`src/rtl/riscv_dm_regacc_seq.sv`:
```
// Sequences Debug Module abstract register accesses: logical reg -> rename lookup -> physical RF access -> response.
// Define RISCV_DM_REGACC_X0_GUARD_EN to answer valid x0 commands directly without touching rename/RF ports.
module riscv_dm_regacc_seq #(
  parameter int unsigned NUM_HARTS     = 1,
  parameter int unsigned NUM_PHYS_REGS = 64,
  localparam int unsigned PHYS_REG_BITS = $clog2(NUM_PHYS_REGS),
  localparam int unsigned HART_BITS     = (NUM_HARTS > 1) ? $clog2(NUM_HARTS) : 1,
  localparam int unsigned XLEN          = 64
) (
  input  logic                               clk_i,
  input  logic                               rst_i,
  input  logic                               req_valid_i,
  output logic                               req_ready_o,
  input  logic [HART_BITS-1:0]               req_hart_i,
  input  logic [4:0]                         req_reg_i,
  input  logic                               req_write_i,
  input  logic [XLEN-1:0]                    req_wdata_i,
  output logic                               resp_valid_o,
  input  logic                               resp_ready_i,
  output logic [XLEN-1:0]                    resp_data_o,
  output logic                               resp_err_o,
  output logic                               busy_o,
  input  logic [NUM_HARTS-1:0]               halted_i,
  input  logic [NUM_HARTS-1:0]               unavail_i,
  output logic [NUM_HARTS-1:0]               rnm_read_en_o,
  output logic [NUM_HARTS*5-1:0]             rnm_read_reg_o,
  input  logic [NUM_HARTS*PHYS_REG_BITS-1:0] rnm_read_resp_i,
  output logic [NUM_HARTS-1:0]               rf_en_o,
  output logic [NUM_HARTS*PHYS_REG_BITS-1:0] rf_preg_o,
  input  logic [NUM_HARTS*XLEN-1:0]          rf_rdata_i,
  output logic [NUM_HARTS-1:0]               rf_we_o,
  output logic [NUM_HARTS*XLEN-1:0]          rf_wdata_o
);

  typedef enum logic [2:0] {
    S_IDLE, S_RNM, S_PREG, S_RF, S_RDAT, S_RESP
  } state_e;

  state_e                   state_q, state_d;
  logic [HART_BITS-1:0]     hart_q;
  logic [4:0]               reg_q;
  logic                     write_q;
  logic [XLEN-1:0]          wdata_q;
  logic [PHYS_REG_BITS-1:0] preg_q;
  logic [XLEN-1:0]          data_q;
  logic                     err_q;

  logic                     accept;
  logic                     req_in_range, req_halted, req_unavail, req_ok;
  logic                     x0_skip;
  logic [PHYS_REG_BITS-1:0] sel_preg;
  logic [XLEN-1:0]          sel_rdata;

`ifdef RISCV_DM_REGACC_X0_GUARD_EN
  assign x0_skip = (req_reg_i == 5'd0);
`else
  assign x0_skip = 1'b0;
`endif

  assign accept = req_valid_i && (state_q == S_IDLE);
  assign req_ok = req_in_range && req_halted && !req_unavail;

  // Lane muxes compare against every implemented hart so an out-of-range hart index never indexes past the buses.
  always_comb begin
    req_in_range = 1'b0;
    req_halted   = 1'b0;
    req_unavail  = 1'b0;
    sel_preg     = '0;
    sel_rdata    = '0;
    for (int unsigned h = 0; h < NUM_HARTS; h++) begin
      if (req_hart_i == HART_BITS'(h)) begin
        req_in_range = 1'b1;
        req_halted   = halted_i[h];
        req_unavail  = unavail_i[h];
      end
      if (hart_q == HART_BITS'(h)) begin
        sel_preg  = rnm_read_resp_i[h*PHYS_REG_BITS +: PHYS_REG_BITS];
        sel_rdata = rf_rdata_i[h*XLEN +: XLEN];
      end
    end
  end

  always_ff @(posedge clk_i) begin
    if (rst_i) state_q <= S_IDLE;
    else       state_q <= state_d;
  end

  always_comb begin
    state_d = state_q;
    case (state_q)
      S_IDLE: if (accept) state_d = (!req_ok || x0_skip) ? S_RESP : S_RNM;
      S_RNM:  state_d = S_PREG;
      S_PREG: state_d = S_RF;
      S_RF:   state_d = write_q ? S_RESP : S_RDAT;
      S_RDAT: state_d = S_RESP;
      S_RESP: if (resp_ready_i) state_d = S_IDLE;
      default: state_d = S_IDLE;
    endcase
  end

  always_ff @(posedge clk_i) begin
    if (rst_i) begin
      hart_q  <= '0;
      reg_q   <= '0;
      write_q <= 1'b0;
      wdata_q <= '0;
      preg_q  <= '0;
      data_q  <= '0;
      err_q   <= 1'b0;
    end else begin
      case (state_q)
        S_IDLE: if (accept) begin
          hart_q  <= req_hart_i;
          reg_q   <= req_reg_i;
          write_q <= req_write_i;
          wdata_q <= req_wdata_i;
          preg_q  <= '0;
          data_q  <= '0;
          err_q   <= !req_ok;
        end
        S_PREG: preg_q <= sel_preg;
        S_RDAT: data_q <= sel_rdata;
        default: ;
      endcase
    end
  end

  always_comb begin
    req_ready_o    = (state_q == S_IDLE);
    busy_o         = (state_q != S_IDLE);
    resp_valid_o   = (state_q == S_RESP);
    resp_data_o    = (state_q == S_RESP) ? data_q : '0;
    resp_err_o     = (state_q == S_RESP) && err_q;
    rnm_read_en_o  = '0;
    rnm_read_reg_o = '0;
    rf_en_o        = '0;
    rf_preg_o      = '0;
    rf_we_o        = '0;
    rf_wdata_o     = '0;
    for (int unsigned h = 0; h < NUM_HARTS; h++) begin
      if (hart_q == HART_BITS'(h)) begin
        if (state_q == S_RNM) begin
          rnm_read_en_o[h]        = 1'b1;
          rnm_read_reg_o[h*5 +: 5] = reg_q;
        end
        if (state_q == S_RF) begin
          rf_en_o[h]                                 = 1'b1;
          rf_preg_o[h*PHYS_REG_BITS +: PHYS_REG_BITS] = preg_q;
          rf_we_o[h]                                 = write_q;
          if (write_q) rf_wdata_o[h*XLEN +: XLEN] = wdata_q;
        end
      end
    end
  end

endmodule

```
`config.mk`:
```
export PLATFORM = sky130hd
export DESIGN_NAME = riscv_dm_regacc_seq
export DESIGN_NICKNAME = d
export VERILOG_FILES = /design/src/rtl/riscv_dm_regacc_seq.sv
export SDC_FILE = /design/constraint.sdc
export NUM_CORES = 1
export LEC_CHECK = 0
export BUFFER_PORTS_ARGS = -buffer_cell sky130_fd_sc_hd__buf_2
export CAP_MARGIN = 20
export CORE_ASPECT_RATIO = 0.7
export CORE_MARGIN = 2
export CORE_UTILIZATION = 47
export DETAILED_ROUTE_END_ITERATION = 8
export PLACE_DENSITY = 0.81
export SYNTH_ARGS = -nofsm -noshare
export SYNTH_HDL_FRONTEND = slang
export SYNTH_SLANG_ARGS = --single-unit
export TNS_END_PERCENT = 100
```
`constraint.sdc`:
```
create_clock -name clk_i -period 1.9 [get_ports clk_i]
set_input_delay 0.19 -clock clk_i [delete_from_list [all_inputs] [get_ports clk_i]]
set_output_delay 0.19 -clock clk_i [all_outputs]
set_load 0.03 [all_outputs]
```
==> impl_metrics.yaml <==
cts:
  clock-root-buffer: "clkbuf_16"
  ctsHtreeMaxLevel: 4
  numCtsBuffers: 17
  clockBufferDepth: 2
  clk_pin_slew_worst_paths_ps: 60
  cts_tree: "yes"
  clk-insertion-delay-late_ps: 410
  cts.sinks: 145
min_path:
  hold_class: "in -> reg"
power_and_ir_drop:
  switchingPower_w: 0.00299
  power.density_nw_per_um2: 937
  p_seq_frac: 0.395
  p_int_w: 0.00629
  power.leakage_nw: 4.42
  swShare: 0.322
  clkPwrFrac: 0.354
  pwr-share-comb: 0.251
  peakVddDrop_mv: 0.618
sta:
  fin_crit_ps: 1980
  grt_setup_unrepaired: "true"
  final_hold_viol_count: 0
  fmax_mhz: 504
  setup_violations: 91
  slew_violations: 0
  setup_tns_ps: -3680
  slew_headroom: 0.717
  worstMarginPinSlew_ps: 423
  whs_ps: 7.93
  skew_ps: 11.4
  post-route-period-util: 1.04
  setup_ws_ps: -83.0
routing:
  drt-vias-per-instance: 5.35
  routed_wl_microns: 21300
  ant_nets: 0
  route.detailed.drc: 0
  drt-wirelength-per-cell_microns: 16.5
  vias: 6880
  drt-pass1-iter-count: 5
  drt_iter0_markers: 438
synthesis:
  ys_ff_latch: 145
  synth_area_sq_um: 6220
  synth.distinct_cells: 29
  yosysWarnings: 0
  yosys.area.top_type: "dfxtp_1"
  synth_area_leaders: "dfxtp_1 (47%), nand2_1 (13%), a21oi_1 (12%), and2_1 (7.7%), and3_1 (6.4%)"
  yosys.area.top_type_share: 0.467
  synthFlopType: "dfxtp_1"
  netlist_instances: 814
  ys_async_sr_fraction: 0
  yosysMostFrequentCell: "nand2_1"
  synth_area_per_cell_sq_um: 7.64
  synth_edf_count: 0
  yosysSeqAreaShare: 0.467
  synth_common_cells: "nand2_1 (215), dfxtp_1 (145), a21oi_1 (143), and2_1 (77), and3_1 (64)"
  synth.net_count: 961
placed_design:
  dp_cells: 1217
  hpwl_microns: 11400
  portBuffers: 292
  gp_congestion: 0.803
  pre_cts_ws_ps: 196
floorplan:
  die_x_microns: 141
  die_area_sq_um: 14200
  start_util: 0.477
  rows: 35
  design.core.area_sq_um: 13100
  ios: 293
  die_y_microns: 100
global_routing:
  grt_use_met2: 0.416
  busiest_layer: "met2"
  antenna_found_initial: 2
  grt_pass1_vias: 5973
  overflow: 0
  grt_max_degree: 74
  met1_usage: 0.331
  grtUsageMet3: 0.0520
  grt_pass1_wl_microns: 29100
  grt_usage: 0.253
setup_path:
  start_kind: "flip-flop"
  worst-path-buf-inv: 4
  crit_path_frequent_cell: "buf_6"
  crit_chain: "buf_6, nor3_4, buf_6, buf_12, and3_1, buf_6"
  worst-setup-path-type: "reg -> out"
  cp_slowest_stage_delay_ps: 370
  worstPathMaxFanout: 9
  critPathArrivalTime_ps: 1790
  cp-end-kind: "output port"
  crit_slowest_cell: "dfxtp_4"
  worstPathRequired_ps: 1710
  cp_top_family: "buffers and inverters"
status:
  violations: "negative setup slack"
  status: "complete, but fails checks"
flow_run:
  cap_violations: 0
finish:
  stdcell_count: 1287
  nets: 1253
  area_delta_synth_final_pct: 59.2
  drive_gt1_frac: 0.392
## placed cells by master (no fill, tap or decap), types with 23 or more instances in the layout
cell type and count:
nand2_1 215, buf_2 151, a21oi_1 143, dfxtp_1 142, buf_6 138, o21ai_0 53, and3_1 49, and2_4 39
and2_1 38, buf_4 30, clkbuf_16 23
## kinds of logic (layout without fill, tap and decap cells)
family          Yosys count  in the layout  synth area share
simple gates            374            374             0.294
compound gates          216            216             0.175
flops                   145            145             0.467
xor+xnor                  1              1           0.00141
buf+inv                  78            383            0.0626
other cells               0              2                 0
## final cells by class
class                   instances  area (sq um)
clock buffers                  20           467
diodes                          2          5.00
flip-flops and latches        145          2910
fillers                       890          3150
well taps                     166           208
multi-input cells             591          3130
inverters                       1          3.75
clock inverters                12           121
repair buffers                350          3060
## flip-flops by register name (all words and copies together), names as in the netlist
signal and cells:
state_q 3, hart_q 1, preg_q 6, err_q 1
wdata_q 64, data_q 64, write_q 1, reg_q 5
## metal layers
metal	vias up	wire length (microns)
li1	3285	-
met1	3200	8840
met2	351	10200
met3	44	1710
met4	0	504
met5	-	0
## worst paths after layout
path / from / to / slack (ps) / cells past startpoint
worst max-delay path: state_q[2]$_SDFFE_PP0P_ / rf_wdata_o[52] / -80 / 6
worst min-delay path: rf_rdata_i[30] / data_q[30]$_SDFFE_PP0P_ / 8 / 3
worst max register to register: state_q[1]$_SDFFE_PP0P_ / wdata_q[54]$_SDFFE_PP0P_ / 100 / 6
worst min register to register: wdata_q[4]$_SDFFE_PP0P_ / wdata_q[4]$_SDFFE_PP0P_ / 450 / 2
## power by group through the flow
stage                     registers (W)  clock network, W  logic (W)
after global placement          0.00369                 0    0.00197
after CTS                       0.00365           0.00334    0.00211
after global routing            0.00371           0.00349    0.00254
after detailed placement        0.00370                 0    0.00200
after floorplan                 0.00363                 0    0.00147
final                           0.00367           0.00328    0.00233
## timing repair
| action | CTS | global route |
|---|---|---|
| hold buffers | 11 | 1 |
| resized for setup | 208 | 143 |
| gates cloned | 2 | 12 |
| setup buffers | 6 | 5 |
| pin swaps | 2 | 35 |
| hold endpoints to repair | 11 | 1 |
| endpoints found under the setup margin | 141 | 137 |
## tightest hold or removal path, delay by kind of cell
family | cells | cell delay (ps)
simple gates | 1 | 40
buf+inv | 1 | 90
compound gates | 1 | 50
## through the flow
| stage | power, W | area [sq um] | utilization |
|---|---|---|---|
| after floorplan | 0.00509 | 6220 | - |
| after global placement | 0.00566 | 7790 | 0.597 |
| after detailed placement | 0.00571 | 7790 | 0.597 |
| after CTS | 0.00910 | 9210 | 0.705 |
| after global routing | 0.00974 | 9900 | 0.759 |
| final | 0.00928 | 9900 | 0.759 |
(Power assumes the default switching activity.)
